<file path="config.mk">
export PLATFORM = sky130hd
export DESIGN_NAME = read_buffered
export DESIGN_NICKNAME = d
export VERILOG_FILES = /design/src/rtl/read_buffered.sv
export SDC_FILE = /design/constraint.sdc
export NUM_CORES = 1
export LEC_CHECK = 0
export BUFFER_PORTS_ARGS = -buffer_cell sky130_fd_sc_hd__buf_2
export CORE_AREA = 5 5 316 318
export CTS_CLUSTER_SIZE = 24
export DETAILED_ROUTE_END_ITERATION = 10
export DIE_AREA = 0 0 321 323
export GPL_TIMING_DRIVEN = 0
export PLACE_DENSITY = 0.49
export SYNTH_ARGS = -nofsm -noshare
export SYNTH_HDL_FRONTEND = slang
export SYNTH_SLANG_ARGS = --single-unit
</file>
<file path="constraint.sdc">
create_clock -name clock -period 8.8 [get_ports clock]
set_clock_uncertainty 0.15 [all_clocks]
set_input_delay 2.2 -clock clock [delete_from_list [all_inputs] [get_ports clock]]
set_output_delay 2.2 -clock clock [all_outputs]
set_load 0.03 [all_outputs]
</file>
<file path="src/rtl/read_buffered.sv">
// read_buffered: operand-read stage feeding a DEPTH-entry output FIFO, with memory fetch FSM and stall counter
// Ports: clock/reset_n (async active-low); registers (flattened file); in_* decode bundle with in_hold back-pressure;
//   address_enable/address/data_valid/data memory read port; out_* FIFO head with out_hold back-pressure;
//   stall_count saturating memory-wait counter.
// Optional READ_BYPASS_EN adds wb_enable/wb_register/wb_value forwarding into operand and address reads.
module read_buffered #(
  parameter int DATA_WIDTH = 32,
  parameter int REG_COUNT = 16,
  parameter int PC_INDEX = 15,
  parameter int DEPTH = 2,
  parameter int PAYLOAD_WIDTH = 8,
  localparam int RW = $clog2(REG_COUNT)
) (
  input  logic                            clock,
  input  logic                            reset_n,
  input  logic [REG_COUNT*DATA_WIDTH-1:0] registers,
  input  logic                            in_valid,
  output logic                            in_hold,
  input  logic [DATA_WIDTH-1:0]           in_pc,
  input  logic [RW-1:0]                   in_left_reg,
  input  logic [RW-1:0]                   in_right_reg,
  input  logic                            in_right_is_memory,
  input  logic [DATA_WIDTH-1:0]           in_adjustment,
  input  logic [PAYLOAD_WIDTH-1:0]        in_payload,
  input  logic                            in_has_flushed,
  output logic                            address_enable,
  output logic [DATA_WIDTH-1:0]           address,
  input  logic                            data_valid,
  input  logic [DATA_WIDTH-1:0]           data,
  output logic                            out_valid,
  input  logic                            out_hold,
  output logic [DATA_WIDTH-1:0]           out_pc,
  output logic [DATA_WIDTH-1:0]           out_left_value,
  output logic [DATA_WIDTH-1:0]           out_right_value,
  output logic [DATA_WIDTH-1:0]           out_adjustment,
  output logic [PAYLOAD_WIDTH-1:0]        out_payload,
  output logic                            out_has_flushed,
`ifdef READ_BYPASS_EN
  input  logic                            wb_enable,
  input  logic [RW-1:0]                   wb_register,
  input  logic [DATA_WIDTH-1:0]           wb_value,
`endif
  output logic [15:0]                     stall_count
);
  localparam int CW = $clog2(DEPTH + 1);
  localparam int PW = DEPTH > 1 ? $clog2(DEPTH) : 1;
  localparam int EW = 4 * DATA_WIDTH + PAYLOAD_WIDTH + 1;
  localparam logic [0:0] IDLE = 1'b0;
  localparam logic [0:0] ST_WAIT = 1'b1;
  function automatic logic [DATA_WIDTH-1:0] rd(input logic [RW-1:0] i);
    logic [DATA_WIDTH-1:0] v;
    v = registers[int'(i)*DATA_WIDTH +: DATA_WIDTH];
`ifdef READ_BYPASS_EN
    if (wb_enable && i == wb_register) v = wb_value;
`endif
    return i == RW'(PC_INDEX) ? in_pc : v;
  endfunction
  logic [EW-1:0] fifo [DEPTH];
  logic [CW-1:0] count;
  logic [PW-1:0] rd_ptr, wr_ptr;
  logic [0:0] state;
  logic last_flush, head_flush, full, pop, space, push, wait_cycle;
  logic [DATA_WIDTH-1:0] right_value;
  assign full = count == CW'(DEPTH);
  assign out_valid = count != '0;
  assign pop = out_valid && !out_hold;
  assign space = !full || pop;
  assign address_enable = reset_n && in_valid && in_right_is_memory && space;
  assign push = in_valid && space && (!in_right_is_memory || data_valid);
  assign in_hold = reset_n && in_valid && !push;
  assign address = rd(in_right_reg) + in_adjustment;
  assign right_value = in_right_is_memory ? data : rd(in_right_reg);
  assign wait_cycle = address_enable && !data_valid;
  assign {out_pc, out_left_value, out_right_value, out_adjustment, out_payload, head_flush} = fifo[rd_ptr];
  // With the FIFO empty the flush marker follows decode one cycle late.
  assign out_has_flushed = out_valid ? head_flush : last_flush;
  always_ff @(posedge clock)
    if (push) fifo[wr_ptr] <= {in_pc, rd(in_left_reg), right_value, in_adjustment, in_payload, in_has_flushed};
  always_ff @(posedge clock or negedge reset_n)
    if (!reset_n) begin
      count <= '0;
      rd_ptr <= '0;
      wr_ptr <= '0;
      last_flush <= 1'b0;
      state <= IDLE;
      stall_count <= '0;
    end else begin
      count <= count + CW'(push) - CW'(pop);
      if (push) wr_ptr <= wr_ptr == PW'(DEPTH - 1) ? '0 : wr_ptr + 1'b1;
      if (pop) rd_ptr <= rd_ptr == PW'(DEPTH - 1) ? '0 : rd_ptr + 1'b1;
      last_flush <= in_has_flushed;
      state <= state == IDLE ? (wait_cycle ? ST_WAIT : IDLE) : (data_valid || !address_enable ? IDLE : ST_WAIT);
      if (wait_cycle && stall_count != '1) stall_count <= stall_count + 1'b1;
    end
endmodule

</file>
==> parameters.txt <==
Parameter                              Value

Routing
  Routed Wire Length    117000 µm
  Per-cell routed wire length    about 34 µm
  Number of nets with antenna violations after detailed routing    0
  Iteration-0 DRC Markers    1428
  Via count    17800
  Detailed-route DRC error count    0
  Drt via density    5.11
  Detailed Routing Iterations Pass 1    5

Clocking
  Maximum number of buffers from clock root to sink    3
  Reg clk slew, reported paths    0.05 ns
  Number of CTS-inserted buffers    36
  Clock latency on the worst-skew pair    0.54 ns
  Hold buffer count at cts    0
  Root buf cell    clkbuf_16
  Total clock sinks    295
  CTS H-Tree Depth    2
  TritonCTS clock tree    built

Synth
  Post-synthesis share of cell area spent on and, or, nand and nor gates    0.0260
  Fraction of the yosys area taken by sequential cells    0.413
  Synth area leaders    edfxtp_1 39%, mux4_2 34%, mux2_2 12%, dfrtp_1 2.5%, ha_1 2.0%
  Number of distinct library cells after synthesis    48
  Post-synthesis compound-gate area fraction    0.0332
  Ys async rst share    0.0712
  Syn_area_per_cell    between 15 and 20 µm²
  Number of instances in the synthesized netlist    1278
  Number of flip-flops and latches in the synthesized netlist    approximately 300
  Share of synthesized cell area in full adder, half adder and majority cells    0.0210
  Largest family of logic cells by synthesized area    multiplexers
  Share of the synthesized area in the top cell type    0.388
  Cell type contributing the most total cell area after synthesis    edfxtp_1
  Most frequent cells after synthesis    318 x mux4_2, 274 x edfxtp_1, 229 x mux2_2
  Share of cell area taken by muxes after synthesis    0.462
  Cell with the most instances after synthesis    mux4_2
  Total nets after synthesis    just under 2000
  Post-synthesis xor/xnor area fraction    0.0202
  Syn. warnings    0
  Synthesized cell area    21200 µm²
  Post-synth EDFFs    about 270
  Dominant synthesized flop cell    edfxtp_1

Setup path
  Slowest cell on the critical path    mux4_2
  Critical path data required time    6.45 ns
  Critical Setup Path Class    input pin to primary output
  Gate family responsible for the most delay along the worst path    multiplexers
  Max FO, Critical Path    10
  Arrival time of data at the critical path endpoint    6.34 ns
  Buffers plus inverters on the worst setup path    5
  Critical Path Source Type    input pin
  Critical Path, Cell by Cell    clkbuf_8, bufbuf_16, buf_8, mux4_2, mux4_2, mux2_2, ha_2, o21a_1, o2111ai_1, a31oi_2, o31ai_4, buf_4, o21ai_2, a21oi_2, xnor2_1, buf_4
  Critical path capture point type    primary output
  CP max stage delay    0.57 ns

Die
  Die Y    323 µm
  Initial standard-cell utilization of the core    0.220
  Number of cell rows    114
  DIE AREA    104000 µm²
  Top Ports    819
  Die X    321 µm
  CORE AREA    96300 µm²

Worst hold path
  Hold crit path type    register to register

Layout
  Synthesis-to-finish area growth    36.2%
  Number of nets in the layout    ~2800
  Design area    28900 µm²
  Share of post-route cells with drive strength above 1    0.704
  Fill cell count    9786

Pwr
  Max IR drop VDD    125 µV
  Power per Cell Area    ~230 nW/µm²
  Leak    approximately 11 nW
  Total Power    approximately 0.0066 W

Global route
  Initial antenna violation count    62
  Maximum number of pins on one net before global-route repair    31
  Number of global-route vias before repair    about 19000
  GRT Resource Usage Total    0.215
  Met1 global-route usage    0.265
  Most crowded layer after global routing    met2
  First-pass GRT wire length    156000 µm
  Met3 global-route usage    0.0547
  Overflow left after global routing    0
  Met2 track demand over resource in global routing    0.366

Placed design
  Standard cell area after detailed placement    between 20000 and 30000 µm²
  Dpl hpwl    99500 µm
  Port Buffer Count    810
  Gpl congestion    0.920

Timing
  Slew @ Worst Pin    around 1.3 ns
  Number of endpoints failing setup at the final stage    0
  Min Tclk post-route    between 8 and 9 ns
  Final worst-path cycle share    0.988
  Worst slew slack as a fraction of its limit    0.121
  Maximum achievable frequency    115 MHz
  Final hold violation count    0
  Final number of max-transition violations    0
  Final TNS setup    0 ns

Run status
  Outcome    finished clean

Run
  Number of max-capacitance violations reported    0
-- logic make-up (layout without fill, tap and decap cells) --
family,count (synthesis),in the layout
AOI/OAI and AO/OA,111,111
xor gates and xnor gates,49,49
adders and majority gates,35,35
buffers and inverters,123,1010
DFF,295,295
muxes,553,553
other,0,40
and+or+nand+nor,112,112
-- worst paths after layout --
path | startpoint | endpoint | slack [ns] | cells after the start
hold reg to reg | stall_count[15] | stall_count[15] | 0.35 | 1
max in group asynchronous | reset_n | count[0] | 6.68 | 1
setup reg to reg | count[1] | fifo[0][48] | 5.99 | 6
setup / recovery | in_right_reg[0] | address[25] | 0.11 | 16
hold / removal | stall_count[15] | stall_count[15] | 0.35 | 1
min in group asynchronous | reset_n | stall_count[0] | 1.48 | 1
-- report_power, final --
group	leakage, nW	switching (W)	internal, W
Clock	0.572	0.000606	0.000866
Sequential	2.81	0.0000612	0.00183
Combinational	7.64	0.00203	0.00117
Total	11.0	0.00270	0.00386
-- layout make-up --
type                       instances  area (µm²)  share of cell area
buffer                           102         602              0.0208
clock inverter                    18         150             0.00520
multi-input combinational        860       12200               0.422
clock buffer                      46        1000              0.0347
sequential                       295        8750               0.303
antenna                           40         100             0.00347
tap                             1276        1600              0.0553
inverter                          11        41.3             0.00143
timing repair buffer             833        4430               0.154
-- through the flow --
| step | setup slack [ns] | utilization | instances | hold WS [ns] |
|---|---|---|---|---|
| final | 0.106 | 0.300 | 3481 | 0.347 |
| after global routing | -0.00916 | 0.299 | 3464 | 0.376 |
| after CTS | 0.0110 | 0.298 | 3439 | 0.343 |
| after detailed placement | -1.65 | 0.282 | 3375 | 0.334 |
| after global placement | -5.53 | 0.279 | 3364 | 0.331 |
| after floorplan | -0.320 | - | 1278 | 0.318 |
-- worst reg2reg max path: cells and delay by family (launching register included) --
| family | cells | cell delay [ns] |
|---|---|---|
| DFF | 1 | 0.40 |
| buffers and inverters | 3 | 0.69 |
| and+or+nand+nor | 3 | 1.24 |
-- cells in the final DEF, fill, tap and decap left out, types with 17 or more instances in the layout --
master and count:
a21oi_1 23, xnor2_1 33, buf_2 819, edfxtp_1 274
clkbuf_1 45, nand4_1 20, mux4_2 318, dfrtp_1 21
buf_4 20, nor2_1 17, diode_2 40, nand2_1 34
ha_1 24, mux2_2 227, clkbuf_16 38
-- flip-flops by register name, indices dropped and copies added (netlist names) --
register / cells
fifo: 274
stall_count: 16
count: 2
last_flush: 1
rd_ptr: 1
wr_ptr: 1
-- repair_timing --
item	CTS	global route
cloned	1	0
setup endpoints to repair	26	7
setup buffers	8	3
resized for setup	111	21
pin swaps	8	7
-- routing by layer --
layer | wire [µm] | up-vias
met4 | 5420 | 26
met5 | 152 | -
met1 | 45200 | 9319
met2 | 57000 | 956
met3 | 8940 | 229
li1 | - | 7270
No activity file was read; power rests on OpenSTA's default activity.
